`src/rtl/ks16_adder_if.sv`:
```
// Operand/result bus for ks16_adder.
// The OVF signal exists only when KS16_OVF_EN is defined.
interface ks16_adder_if;
  logic [15:0] A;
  logic [15:0] B;
  logic        CIN;
  logic [15:0] SUM;
  logic        COUT;
`ifdef KS16_OVF_EN
  logic        OVF;
`endif

  // Operand source side.
  modport master (
    output A, B, CIN,
`ifdef KS16_OVF_EN
    input  OVF,
`endif
    input  SUM, COUT
  );

  // Adder side.
  modport slave (
    input  A, B, CIN,
`ifdef KS16_OVF_EN
    output OVF,
`endif
    output SUM, COUT
  );
endinterface

```
`src/rtl/ks16_adder.sv`:
```
// ks16_adder: three-stage pipelined 16-bit Kogge-Stone adder, SUM/COUT = A + B + CIN.
// Stage p0 registers generate/propagate with CIN folded into bit 0.
// Stage p1 registers prefix levels 1 and 2.
// Stage p2 registers prefix levels 4 and 8 together with the final sum.
// Optional feature: define KS16_OVF_EN to add the registered signed-overflow output OVF.
// Reset is synchronous and active-high on RST_N. It clears every pipeline register.
module ks16_adder (
  input  logic         CLK,
  input  logic         RST_N,
  ks16_adder_if.slave  bus
);

  localparam int DATA_W = 16;

  // Apply one full-width Kogge-Stone level at distance d.
  // Bits below d keep their (G,P) unchanged, because the shifted-in terms are zero or masked.
  function automatic logic [2*DATA_W-1:0] ks_level(input logic [DATA_W-1:0] g,
                                                   input logic [DATA_W-1:0] p,
                                                   input int              d);
    logic [DATA_W-1:0] gs, ps, lo_mask, go, po;
    gs      = g << d;
    ps      = p << d;
    lo_mask = (DATA_W'(1) << d) - DATA_W'(1);
    go      = g | (p & gs);
    po      = p & (ps | lo_mask);
    return {go, po};
  endfunction

  logic [DATA_W-1:0] p_p0, g_p0;
  logic              cin_p0;
  logic [DATA_W-1:0] gg_p1, pp_p1, p_p1;
  logic              cin_p1;
  logic [DATA_W-1:0] sum_p2;
  logic              cout_p2;

  logic [DATA_W-1:0] g_l1, p_l1, g_l2, p_l2;
  logic [DATA_W-1:0] g_l4, p_l4, g_l8, p_l8;
  logic [DATA_W-1:0] sum_nxt;

`ifdef KS16_OVF_EN
  logic a15_p0, b15_p0, a15_p1, b15_p1, ovf_p2;
`endif

  // ---- stage p0: bitwise generate/propagate, carry-in folded into bit 0 ----
  // Register p, g and CIN. CIN is kept because SUM[0] needs it.
  always_ff @(posedge CLK) begin
    if (RST_N) begin
      p_p0   <= '0;
      g_p0   <= '0;
      cin_p0 <= 1'b0;
    end else begin
      p_p0   <= bus.A ^ bus.B;
      g_p0   <= (bus.A & bus.B) |
                {{(DATA_W-1){1'b0}}, (bus.A[0] ^ bus.B[0]) & bus.CIN};
      cin_p0 <= bus.CIN;
    end
  end

  // Prefix levels at distances 1 and 2.
  always_comb begin
    {g_l1, p_l1} = ks_level(g_p0, p_p0, 1);
    {g_l2, p_l2} = ks_level(g_l1, p_l1, 2);
  end

  // ---- stage p1: prefix after levels 1 and 2 ----
  // The raw propagate bits travel along so the sum can be formed in the last stage.
  always_ff @(posedge CLK) begin
    if (RST_N) begin
      gg_p1  <= '0;
      pp_p1  <= '0;
      p_p1   <= '0;
      cin_p1 <= 1'b0;
    end else begin
      gg_p1  <= g_l2;
      pp_p1  <= p_l2;
      p_p1   <= p_p0;
      cin_p1 <= cin_p0;
    end
  end

  // Prefix levels at distances 4 and 8. After these, g_l8[i] is the carry out of bit i.
  always_comb begin
    {g_l4, p_l4} = ks_level(gg_p1, pp_p1, 4);
    {g_l8, p_l8} = ks_level(g_l4, p_l4, 8);
    sum_nxt      = p_p1 ^ {g_l8[DATA_W-2:0], cin_p1};
  end

  // ---- stage p2: registered sum and carry-out ----
  always_ff @(posedge CLK) begin
    if (RST_N) begin
      sum_p2  <= '0;
      cout_p2 <= 1'b0;
    end else begin
      sum_p2  <= sum_nxt;
      cout_p2 <= g_l8[DATA_W-1];
    end
  end

  assign bus.SUM  = sum_p2;
  assign bus.COUT = cout_p2;

`ifdef KS16_OVF_EN
  // Pipeline the operand sign bits so overflow lines up with its own sum.
  always_ff @(posedge CLK) begin
    if (RST_N) begin
      a15_p0 <= 1'b0;
      b15_p0 <= 1'b0;
      a15_p1 <= 1'b0;
      b15_p1 <= 1'b0;
      ovf_p2 <= 1'b0;
    end else begin
      a15_p0 <= bus.A[DATA_W-1];
      b15_p0 <= bus.B[DATA_W-1];
      a15_p1 <= a15_p0;
      b15_p1 <= b15_p0;
      ovf_p2 <= (a15_p1 == b15_p1) && (sum_nxt[DATA_W-1] != a15_p1);
    end
  end

  assign bus.OVF = ovf_p2;
`endif

endmodule

```
`src/flat_wrapper.sv`:
```
// flat-port wrapper written by rule: the top's interface ports become plain ports
module ks16_adder_flat 
  (CLK, RST_N, bus_A, bus_B, bus_CIN, bus_SUM, bus_COUT);
  ks16_adder_if bus_i ();
  input  logic CLK;
  input  logic RST_N;
  input wire logic [$bits(bus_i.A)-1:0] bus_A;
  input wire logic [$bits(bus_i.B)-1:0] bus_B;
  input wire logic [$bits(bus_i.CIN)-1:0] bus_CIN;
  output wire logic [$bits(bus_i.SUM)-1:0] bus_SUM;
  output wire logic [$bits(bus_i.COUT)-1:0] bus_COUT;
  assign bus_i.A = bus_A;
  assign bus_i.B = bus_B;
  assign bus_i.CIN = bus_CIN;
  assign bus_SUM = bus_i.SUM;
  assign bus_COUT = bus_i.COUT;
  ks16_adder u_core (.CLK(CLK), .RST_N(RST_N), .bus(bus_i));
endmodule
```
`config.mk`:
```
export PLATFORM = sky130hd
export DESIGN_NAME = ks16_adder_flat
export DESIGN_NICKNAME = d
export VERILOG_FILES = /design/src/rtl/ks16_adder_if.sv /design/src/rtl/ks16_adder.sv /design/src/flat_wrapper.sv
export SDC_FILE = /design/constraint.sdc
export NUM_CORES = 1
export LEC_CHECK = 0
export BUFFER_PORTS_ARGS = -buffer_cell sky130_fd_sc_hd__buf_4
export CORE_MARGIN = 2
export CORE_UTILIZATION = 33
export DETAILED_ROUTE_END_ITERATION = 6
export GPL_ROUTABILITY_DRIVEN = 0
export PLACE_DENSITY = 0.51
export REMOVE_ABC_BUFFERS = 1
export SLEW_MARGIN = 40
export SYNTH_ARGS = -nofsm -noshare
export SYNTH_HDL_FRONTEND = slang
export SYNTH_SLANG_ARGS = --single-unit
```
`constraint.sdc`:
```
create_clock -name CLK -period 3.08 [get_ports CLK]
set_input_delay 0.616 -clock CLK [delete_from_list [all_inputs] [get_ports CLK]]
set_output_delay 0.616 -clock CLK [all_outputs]
set_load 0.01 [all_outputs]
```
# [Word-level counts from Yosys, hierarchy flattened]
# Cells that the tools add are included.
[classes] order_cmp=0 n_div=0 n_bitwise=17 shifts=0 reduce_logical=0 addsub=0 multipliers=0 n_eq_ne=0 mux=0
[ops] op="AND 16 bit" n=8
[ops] op="OR 16 bit" n=4
[ops] op="bitwise XOR 16 bit" n=2
[ops] op="OR 16 x 1 -> 16 bit" n=1
[ops] op="AND 1 bit" n=1
[ops] op="bitwise XOR 1 bit" n=1
[totals] rom_bits=0 reg_bits=99 word_cells=26 inputBits=35 latch_bits=0 out_inout_bits=17 n_memories=0 mem_bits_rw=0

# [Longest topological paths before layout]
# Gate-level depths: netlist of the first run.
[depth] depth_word=5 mapped_depth=5

# [Least setup slack after synthesis of the first run]
# Ideal clock, no wire load.
[synth_timing] path_type="input-to-reg" start="input RST_N" end="register u_core.p_p1[0]" path_slack_ps=1782 t_arrival_ps=1184 stages=3 cell_sequence="buf_2 -> clkbuf_1 -> and2b_1"
[synth_rtl] element="from (decl)" line_no="flat_wrapper.sv:6" source="input logic RST_N;"
[synth_rtl] element="to (signal assigned)" line_no="ks16_adder.sv:76" source="p_p1 <= p_p0;"
[synth_rtl] element="to (decl)" line_no="ks16_adder.sv:31" source="logic [DATA_W-1:0] gg_p1, pp_p1, p_p1;"
# No word-level cell between the ends.

==> results of run 1 <==
==> layout by cell type, fill, tap and decap left out, drive strengths merged, types with 6 or more instances in the layout <==
cell,netlist,routed
a22o,6,6
dfxtp,95,95
buf,6,52
nor2b,28,28
ha,16,16
and2b,26,26
nand2,15,15
mux2,7,7
nor2,26,26
xnor2,9,9
clkbuf,3,12
a21o,16,16
a21oi,14,14
==> metrics by stage <==
step	total power [mW]	instances	hold WS [ns]	util, %
after global placement	1.53	470	0.413	38.8
final	2.32	486	0.435	41.0
after detailed placement	1.53	470	0.420	38.8
after global routing	2.44	486	0.466	41.0
after floorplan	1.44	285	0.410	-
after CTS	2.36	486	0.442	41.0
==> flip-flops by register name, indices dropped and copies added, names as in the netlist <==
name,count
u_core.gg_p1,16
u_core.cin_p1,1
u_core.bus.COUT,1
u_core.p_p0,16
u_core.g_p0,16
u_core.bus.SUM,16
u_core.p_p1,16
u_core.cin_p0,1
u_core.pp_p1,12
==> critical path: stages <==
cell     delay [ns]
buf_4          0.38
buf_4          0.34
nor2b_1        0.07
mux2_2         0.26
==> path summary, 6_finish.rpt <==
kind	startpoint	to	slack, ns
worst max-delay path	RST_N	u_core.bus.SUM[12]$_SDFF_PP0_	1.62
worst min-delay path	u_core.p_p0[0]$_SDFF_PP0_	u_core.p_p1[0]$_SDFF_PP0_	0.44
worst max register to register	u_core.gg_p1[3]$_SDFF_PP0_	u_core.bus.SUM[12]$_SDFF_PP0_	1.82
worst min register to register	u_core.p_p0[0]$_SDFF_PP0_	u_core.p_p1[0]$_SDFF_PP0_	0.44
==> power breakdown <==
part,switching (mW),internal (mW),total (mW)
Sequential,0.0338,1.29,1.32
Combinational,0.0741,0.103,0.177
Clock,0.404,0.421,0.825
==> kinds of logic (layout without fill, tap and decap cells) <==
logic type      Yosys count  in the layout  share of synthesized area [%]
mux                       7              7                           2.44
xor+xnor                  9              9                           2.44
simple gates            105            105                           18.1
buf+inv                  13             72                           1.97
compound gates           49             49                           10.1
fa+ha+maj                16             16                           6.18
flops                    95             95                           58.8
==> cell type report <==
type	instances	area [um^2]	share of cell area, %
flip-flops and latches	95	1900	48.1
multi-input cells	186	1270	32.2
repair buffers	52	390	9.87
well taps	133	166	4.21
clock buffers	12	155	3.92
clock inverters	4	53.8	1.36
inverters	4	15.0	0.380
==> routing by layer <==
| metal | GRT usage [%] | share of wire (%) | vias to the layer above |
|---|---|---|---|
| li1 | - | - | 1085 |
| met1 | 15.2 | 51 | 885 |
| met2 | 16.6 | 43 | 43 |
| met3 | 2.64 | 4.2 | 11 |
| met4 | 6.07 | 2.4 | 0 |
| met5 | 0 | 0 | - |
==> results.sh, run 1 <==
export IMPL_rsz0062_at_grt="no"
export IMPL_synth_edf_count=0
export IMPL_max_cap_violations=0
export IMPL_post_drt_wl_per_cell_um=10.9
export IMPL_holdPathStages=1
export IMPL_synthMostInstantiatedCell="dfxtp_1"
export IMPL_post_cts_buffers=0
export IMPL_antenna_found_initial=0
export IMPL_gr_total_overflow=0
export IMPL_crit_type="primary input to flop"
export IMPL_synth_top_area_cell="dfxtp_1"
export IMPL_syn_cell_area_um2=3240
export IMPL_post_cts_resized=0
export IMPL_drt_iter0_drc=64
export IMPL_p_leak_nw=1.84
export IMPL_cts_sinks=95
export IMPL_yosys_warnings=0
export IMPL_start_util_pct=33.6
export IMPL_fp_coreArea_um2=9640
export IMPL_drt_first_pass_iters=4
export IMPL_synth_area_leaders="dfxtp_1, ha_1, and2b_1, nor2b_1, a21o_1"
export IMPL_hp_class="flop to flop"
export IMPL_io_buffers=51
export IMPL_yosysUniqueCellTypes=26
export IMPL_grt_max_degree=53
export IMPL_drive_gt1_share_pct=21.2
export IMPL_vias=2024
export IMPL_required_ns=3.33
export IMPL_boundaryPins=52
export IMPL_max_clock_path_buffers=2
export IMPL_synth_seq_cells=95
export IMPL_syn_to_final_growth_pct=22.1
export IMPL_wirelength_mm=5.32
export IMPL_num_rows=36
export IMPL_place_hpwl_mm=3.91
export IMPL_ir_drop_mv=0.222
export IMPL_hold_viol=0
export IMPL_viasPerCell=4.16
export IMPL_synth_ff_type="dfxtp_1"
export IMPL_dieHeight_um=103
export IMPL_ant_nets=0
export IMPL_final_max_slew_violation_count=0
export IMPL_final_fill_count=975
export IMPL_cts_buffers=9
export IMPL_rr_worst_depth=3
export IMPL_cts_tree="yes"
export IMPL_postPlaceCellArea_um2=3740
export IMPL_crit_arrival_ns=1.71
export IMPL_drc_errors=0
export IMPL_clk_pin_slew_worst_paths_ns=0.09
export IMPL_synth_area_per_cell_um2=11.0
export IMPL_tightest_slew_ns=0.493
export IMPL_clock_skew_ns=0.00984
export IMPL_synthArstFlopShare_pct=0
export IMPL_die_w_um=103
export IMPL_period_minus_slack_ns=1.46
export IMPL_relSlewSlack_pct=67.2
export IMPL_dieArea_um2=10600
export IMPL_cp_start_kind="primary input"
export IMPL_pre_cts_ws_ns=1.21
export IMPL_fin_tns_setup_ns=0
export IMPL_root_buffer="clkbuf_8"
export IMPL_setup_slack_ns=1.62
export IMPL_path_max_fanout=52
export IMPL_grt_pass1_vias=1953
export IMPL_synth_top_area_share_pct=58.8
export IMPL_status="completed"
export IMPL_fin_area_um2=3950
export IMPL_postSynthCellCount=294
export IMPL_grt_use_total_pct=11.2
export IMPL_synth_common_cells="dfxtp_1, nor2b_1, and2b_1, nor2_1"
export IMPL_clock_latency_ns=0.35
export IMPL_setup_violations=0
export IMPL_finalNetCount=399
export IMPL_fin_crit_sh_pct=47.3
export IMPL_seq_area_frac_synth_pct=58.8
export IMPL_cts_max_level=3
export IMPL_p_per_area_nw_per_um2=588
export IMPL_cts_hold_buf=0
export IMPL_antennaDiodeCount=0
export IMPL_cp_end_kind="flop"
export IMPL_max_freq_ghz=0.686
export IMPL_grt_pass1_wl_mm=9.05
(Power assumes the default switching activity.)
==> run 2, diff against run 1 <==
--- a/config.mk
+++ b/config.mk
@@ -5,6 +5,7 @@
 export SDC_FILE = /design/constraint.sdc
 export NUM_CORES = 1
 export LEC_CHECK = 0
+export ABC_AREA = 1
 export BUFFER_PORTS_ARGS = -buffer_cell sky130_fd_sc_hd__buf_4
 export CORE_MARGIN = 2
 export CORE_UTILIZATION = 33
==> constraint.sdc (replaced) <==
create_clock -name CLK -period 1.55 [get_ports CLK]
set_input_delay 0.31 -clock CLK [delete_from_list [all_inputs] [get_ports CLK]]
set_output_delay 0.31 -clock CLK [all_outputs]
set_load 0.01 [all_outputs]
==> results.sh, run 2 <==
export IMPL_synth_area_leaders="dfxtp_1, nor2_1, inv_1, ha_1, nand2_1"
export IMPL_boundaryPins=52
export IMPL_drt_first_pass_iters=4
export IMPL_cp_end_kind="output port"
export IMPL_synth_seq_cells=95
export IMPL_vias=2337
export IMPL_ir_drop_mv=0.403
export IMPL_use_met2_pct=17.4
export IMPL_clk_pin_slew_worst_paths_ns=0.09
export IMPL_crit_chain="buf_4"
export IMPL_clock_skew_ns=0.0119
export IMPL_cts_sinks=95
export IMPL_multi_input_area_um2=1100
export IMPL_cp_start_kind="flop"
export IMPL_grt_max_degree=23
export IMPL_hold_viol=0
export IMPL_drt_iter0_drc=61
export IMPL_root_buffer="clkbuf_8"
export IMPL_slowest_stage="dfxtp_1"
export IMPL_cts_hold_buf=0
export IMPL_crit_type="flop to output port"
export IMPL_ant_nets=0
export IMPL_mostFrequentLayoutCells="dfxtp_1, nor2_1, inv_1"
export IMPL_final_max_slew_violation_count=0
export IMPL_grt_pass1_wl_mm=10.2
export IMPL_synth_top_area_cell="dfxtp_1"
export IMPL_place_hpwl_mm=4.52
export IMPL_synth_edf_count=0
export IMPL_setup_violations=0
export IMPL_setup_slack_ns=0.433
export IMPL_die_w_um=105
export IMPL_antennaDiodeCount=0
export IMPL_startpoint="u_core.bus.SUM[12]$_SDFF_PP0_"
export IMPL_required_ns=1.24
export IMPL_max_freq_ghz=0.895
export IMPL_synthArstFlopShare_pct=0
export IMPL_crit_arrival_ns=0.81
export IMPL_grt_busiest_layer="met2"
export IMPL_cts_tree="yes"
export IMPL_fin_crit_sh_pct=72.1
export IMPL_synth_common_cells="dfxtp_1, nor2_1, inv_1"
export IMPL_dieArea_um2=11100
export IMPL_antenna_found_initial=0
export IMPL_cts_max_level=3
export IMPL_tightest_slew_ns=0.324
export IMPL_hp_class="primary input to flop"
export IMPL_fp_coreArea_um2=9860
export IMPL_finalNetCount=502
export IMPL_r2r_start="u_core.gg_p1[1]$_SDFF_PP0_"
export IMPL_path_max_fanout=1
export IMPL_post_cts_resized=0
export IMPL_start_util_pct=34.2
export IMPL_synthMostInstantiatedCell="dfxtp_1"
export IMPL_synth_area_per_cell_um2=8.57
export IMPL_met1_usage_pct=16.0
export IMPL_grt_pass1_vias=2241
export IMPL_syn_to_final_growth_pct=21.6
export IMPL_max_stage_delay_ns=0.32
export IMPL_period_minus_slack_ns=1.12
export IMPL_num_rows=36
export IMPL_clock_latency_ns=0.36
export IMPL_yosysUniqueCellTypes=23
export IMPL_seq_area_frac_synth_pct=56.3
export IMPL_cts_buffers=9
export IMPL_hp_start="bus_CIN"
export IMPL_rsz0062_at_grt="no"
export IMPL_relSlewSlack_pct=78.4
export IMPL_dieHeight_um=105
export IMPL_max_clock_path_buffers=2
export IMPL_p_per_area_nw_per_um2=1200
export IMPL_status="completed"
export IMPL_pre_cts_ws_ns=0.297
export IMPL_p_leak_nw=1.95
export IMPL_grt_use_total_pct=11.8
export IMPL_yosys_warnings=0
export IMPL_wirelength_mm=5.96
export IMPL_viasPerCell=3.97
export IMPL_synth_ff_type="dfxtp_1"
export IMPL_fin_tns_setup_ns=0
export IMPL_layout_commonest_cell="dfxtp_1"
export IMPL_drive_gt1_share_pct=17.1
export IMPL_io_buffers=51
export IMPL_regArea_um2=1900
export IMPL_max_cap_violations=0
export IMPL_final_fill_count=992
export IMPL_crit_buf_inv=1
export IMPL_critPathTopFamily="flip-flops"
export IMPL_post_drt_wl_per_cell_um=10.1
export IMPL_grt_use_met3_pct=3.18
export IMPL_postSynthCellCount=394
export IMPL_synth_top_area_share_pct=56.3
export IMPL_syn_cell_area_um2=3380
export IMPL_gr_total_overflow=0
export IMPL_drc_errors=0
export IMPL_post_cts_buffers=0
-- run 2: path summary, 6_finish.rpt --
kind / end / slack, ns / depth (start not counted)
worst max-delay path: bus_SUM[12] / 0.43 / 1
worst min-delay path: u_core.cin_p0$_SDFF_PP0_ / 0.17 / 3
worst max register to register: u_core.bus.SUM[10]$_SDFF_PP0_ / 0.59 / 5
worst min register to register: u_core.p_p1[0]$_SDFF_PP0_ / 0.41 / 2
-- run 2: per-stage QoR --
step | hold WS (ns) | instance area [um^2] | power (mW) | instances | utilization (%)
2_1_floorplan | 0.379 | 3290 | 2.86 | 386 | -
3_3_place_gp | 0.393 | 3860 | 3.06 | 573 | 39.2
3_5_place_dp | 0.402 | 3860 | 3.06 | 573 | 39.2
4_1_cts | 0.161 | 4110 | 4.99 | 589 | 41.6
5_1_grt | 0.189 | 4110 | 5.16 | 589 | 41.6
6_report | 0.172 | 4110 | 4.93 | 589 | 41.6
-- run 2: logic make-up after synthesis --
family	count (synthesis)	synth area share [%]
XOR/XNOR	5	1.30
buffers and inverters	84	11.0
AND/OR/NAND/NOR	150	18.0
adder cells (fa/ha/maj)	16	5.93
flip-flops	95	56.3
AO/OA/AOI/OAI	44	7.41
-- run 2: final cells by class --
cell class	count	area share, %
clock buffers	10	3.35
clock inverters	6	2.62
inverters	76	6.94
multi-input cells	215	26.9
flip-flops and latches	95	46.3
well taps	133	4.05
repair buffers	54	9.87
-- run 2: metal layers --
| metal | up-vias | routed length, um |
|---|---|---|
| met5 | - | 0 |
| met4 | 0 | 108 |
| met3 | 8 | 233 |
| met2 | 45 | 2560 |
| met1 | 982 | 3060 |
| li1 | 1302 | - |
-- run 2: power breakdown --
group          switching, mW  internal, mW
clock network          0.822          1.11
logic                  0.191         0.179
registers             0.0699          2.56
==> run 3, diff against run 2 <==
==> constraint.sdc (replaced) <==
create_clock -name CLK -period 1.15 [get_ports CLK]
set_input_delay 0.23 -clock CLK [delete_from_list [all_inputs] [get_ports CLK]]
set_output_delay 0.23 -clock CLK [all_outputs]
set_load 0.01 [all_outputs]
==> results.sh, run 3 (same netlist as run 2, synthesis figures left out) <==
export IMPL_status="completed"
export IMPL_relSlewSlack_pct=78.6
export IMPL_crit_type="flop to output port"
export IMPL_final_max_slew_violation_count=0
export IMPL_switchingPower_mw=1.41
export IMPL_setup_violations=0
export IMPL_finalNetCount=504
export IMPL_drc_errors=0
export IMPL_rr_worst_depth=5
export IMPL_path_max_fanout=1
export IMPL_vias=2356
export IMPL_cp_end_kind="output port"
export IMPL_dieHeight_um=105
export IMPL_dieArea_um2=11100
export IMPL_hp_start="bus_CIN"
export IMPL_period_minus_slack_ns=1.02
export IMPL_clock_skew_ns=0.00819
export IMPL_post_cts_resized=0
export IMPL_io_buffers=51
export IMPL_mostFrequentLayoutCells="dfxtp_1, nor2_1, inv_1"
export IMPL_p_int_mw=4.88
export IMPL_pre_cts_ws_ns=0.0766
export IMPL_grt_pass1_wl_mm=10.1
export IMPL_p_per_area_nw_per_um2=1540
export IMPL_cts_tree="yes"
export IMPL_holdPathStages=3
export IMPL_r2r_start="u_core.gg_p1[0]$_SDFF_PP0_"
export IMPL_hold_viol=0
export IMPL_post_cts_buffers=0
export IMPL_cts_hold_buf=0
export IMPL_cts_sinks=95
export IMPL_crit_arrival_ns=0.79
export IMPL_fin_area_um2=4080
export IMPL_root_buffer="clkbuf_8"
export IMPL_r2r_setup_slack_ns=0.22
export IMPL_drt_iter0_drc=100
export IMPL_hold_end="u_core.cin_p0$_SDFF_PP0_"
export IMPL_max_stage_delay_ns=0.31
export IMPL_clk_pin_slew_worst_paths_ns=0.09
export IMPL_p_leak_nw=1.94
export IMPL_start_util_pct=34.2
export IMPL_antennaDiodeCount=0
export IMPL_clock_latency_ns=0.35
export IMPL_cts_max_level=3
export IMPL_crit_buf_inv=1
export IMPL_p_clk_share_pct=35.7
export IMPL_seqPwrFrac_pct=56.3
export IMPL_max_cap_violations=0
export IMPL_p_sw_share_pct=22.4
export IMPL_layout_commonest_cell="dfxtp_1"
export IMPL_antenna_found_initial=0
export IMPL_postPlaceCellArea_um2=3880
export IMPL_comb_power_share_pct=8.0
export IMPL_drt_first_pass_iters=4
export IMPL_grt_pass1_vias=2212
export IMPL_max_clock_path_buffers=2
export IMPL_ir_drop_mv=0.495
export IMPL_required_ns=0.92
export IMPL_post_drt_wl_per_cell_um=10.0
export IMPL_hp_class="primary input to flop"
export IMPL_num_rows=36
export IMPL_wirelength_mm=5.89
export IMPL_ant_nets=0
export IMPL_slowest_stage="dfxtp_1"
export IMPL_viasPerCell=4.00
export IMPL_grt_max_degree=26
export IMPL_gr_total_overflow=0
export IMPL_cp_start_kind="flop"
export IMPL_place_hpwl_mm=4.46
export IMPL_fin_crit_sh_pct=88.7
export IMPL_fin_tns_setup_ns=0
export IMPL_cts_buffers=9
export IMPL_r2r_end="u_core.bus.SUM[13]$_SDFF_PP0_"
export IMPL_setup_slack_ns=0.130
export IMPL_boundaryPins=52
export IMPL_drive_gt1_share_pct=17.1
export IMPL_critPathTopFamily="flip-flops"
export IMPL_tightest_slew_ns=0.320
export IMPL_max_freq_ghz=0.981
export IMPL_rsz0062_at_grt="no"
export IMPL_syn_to_final_growth_pct=20.7
export IMPL_crit_chain="buf_4"
export IMPL_die_w_um=105
export IMPL_grt_use_total_pct=11.6
export IMPL_fp_coreArea_um2=9860
## run 3: cell types whose count changed in the layout (fill, tap and decap cells not counted), sizes merged
cell / previous run / this run
buf: 54 / 56
clkinv: 2 / 3
bufinv: 3 / 2
clkbuf: 10 / 9
clkinvlp: 1 / 0
## run 3: stage by stage
| stage | cells | hold WS (ns) | utilization, % | total power [mW] |
|---|---|---|---|---|
| 6_report | 589 | 0.0963 | 41.3 | 6.29 |
| 5_1_grt | 589 | 0.110 | 41.3 | 6.58 |
| 4_1_cts | 589 | 0.0852 | 41.3 | 6.38 |
| 3_5_place_dp | 575 | 0.400 | 39.3 | 4.13 |
| 3_3_place_gp | 575 | 0.392 | 39.3 | 4.12 |
| 2_1_floorplan | 386 | 0.299 | - | 3.86 |
## run 3: area by class of cell
| class | instances | area, um^2 |
|---|---|---|
| inverters | 76 | 285 |
| multi-input cells | 215 | 1100 |
| flip-flops and latches | 95 | 1900 |
| fillers | 1030 | 5790 |
| clock inverters | 5 | 75.1 |
| repair buffers | 56 | 420 |
| well taps | 133 | 166 |
| clock buffers | 9 | 124 |
## run 3: tightest hold or removal path: cells and delay by family
kind | cells | cell delay, ns
buffers and inverters | 2 | 0.11
and+or+nand+nor | 1 | 0.07
## run 3: how the worst max path moves through the flow
stage | start | endpoint | cells past startpoint
floorplan | u_core.gg_p1[1]$_SDFF_PP0_ | u_core.bus.SUM[10]$_SDFF_PP0_ | 5
global placement | RST_N | u_core.pp_p1[15]$_SDFF_PP0_ | 6
detailed placement | RST_N | u_core.pp_p1[15]$_SDFF_PP0_ | 6
CTS | u_core.bus.COUT$_SDFF_PP0_ | bus_COUT | 1
global route | u_core.gg_p1[0]$_SDFF_PP0_ | u_core.bus.SUM[13]$_SDFF_PP0_ | 5
finish | u_core.bus.COUT$_SDFF_PP0_ | bus_COUT | 1
## run 3: routing by layer
metal  wire [um]  GRT usage (%)  part of all wire, %  up-vias
met2        2460           16.7                   42       55
met3         279           2.99                  4.7        8
met1        3050           16.2                   52      994
met5           0              0                    0        -
met4         102           5.43                  1.7        0
li1            -              -                    -     1299
## run 3: power by group through the flow
| stage | sequential (mW) | combinational [mW] | clock (mW) |
|---|---|---|---|
| 6_report | 3.54 | 0.502 | 2.25 |
| 5_1_grt | 3.56 | 0.587 | 2.44 |
| 4_1_cts | 3.54 | 0.514 | 2.33 |
| 3_5_place_dp | 3.62 | 0.511 | 0 |
| 3_3_place_gp | 3.62 | 0.507 | 0 |
| 2_1_floorplan | 3.61 | 0.251 | 0 |
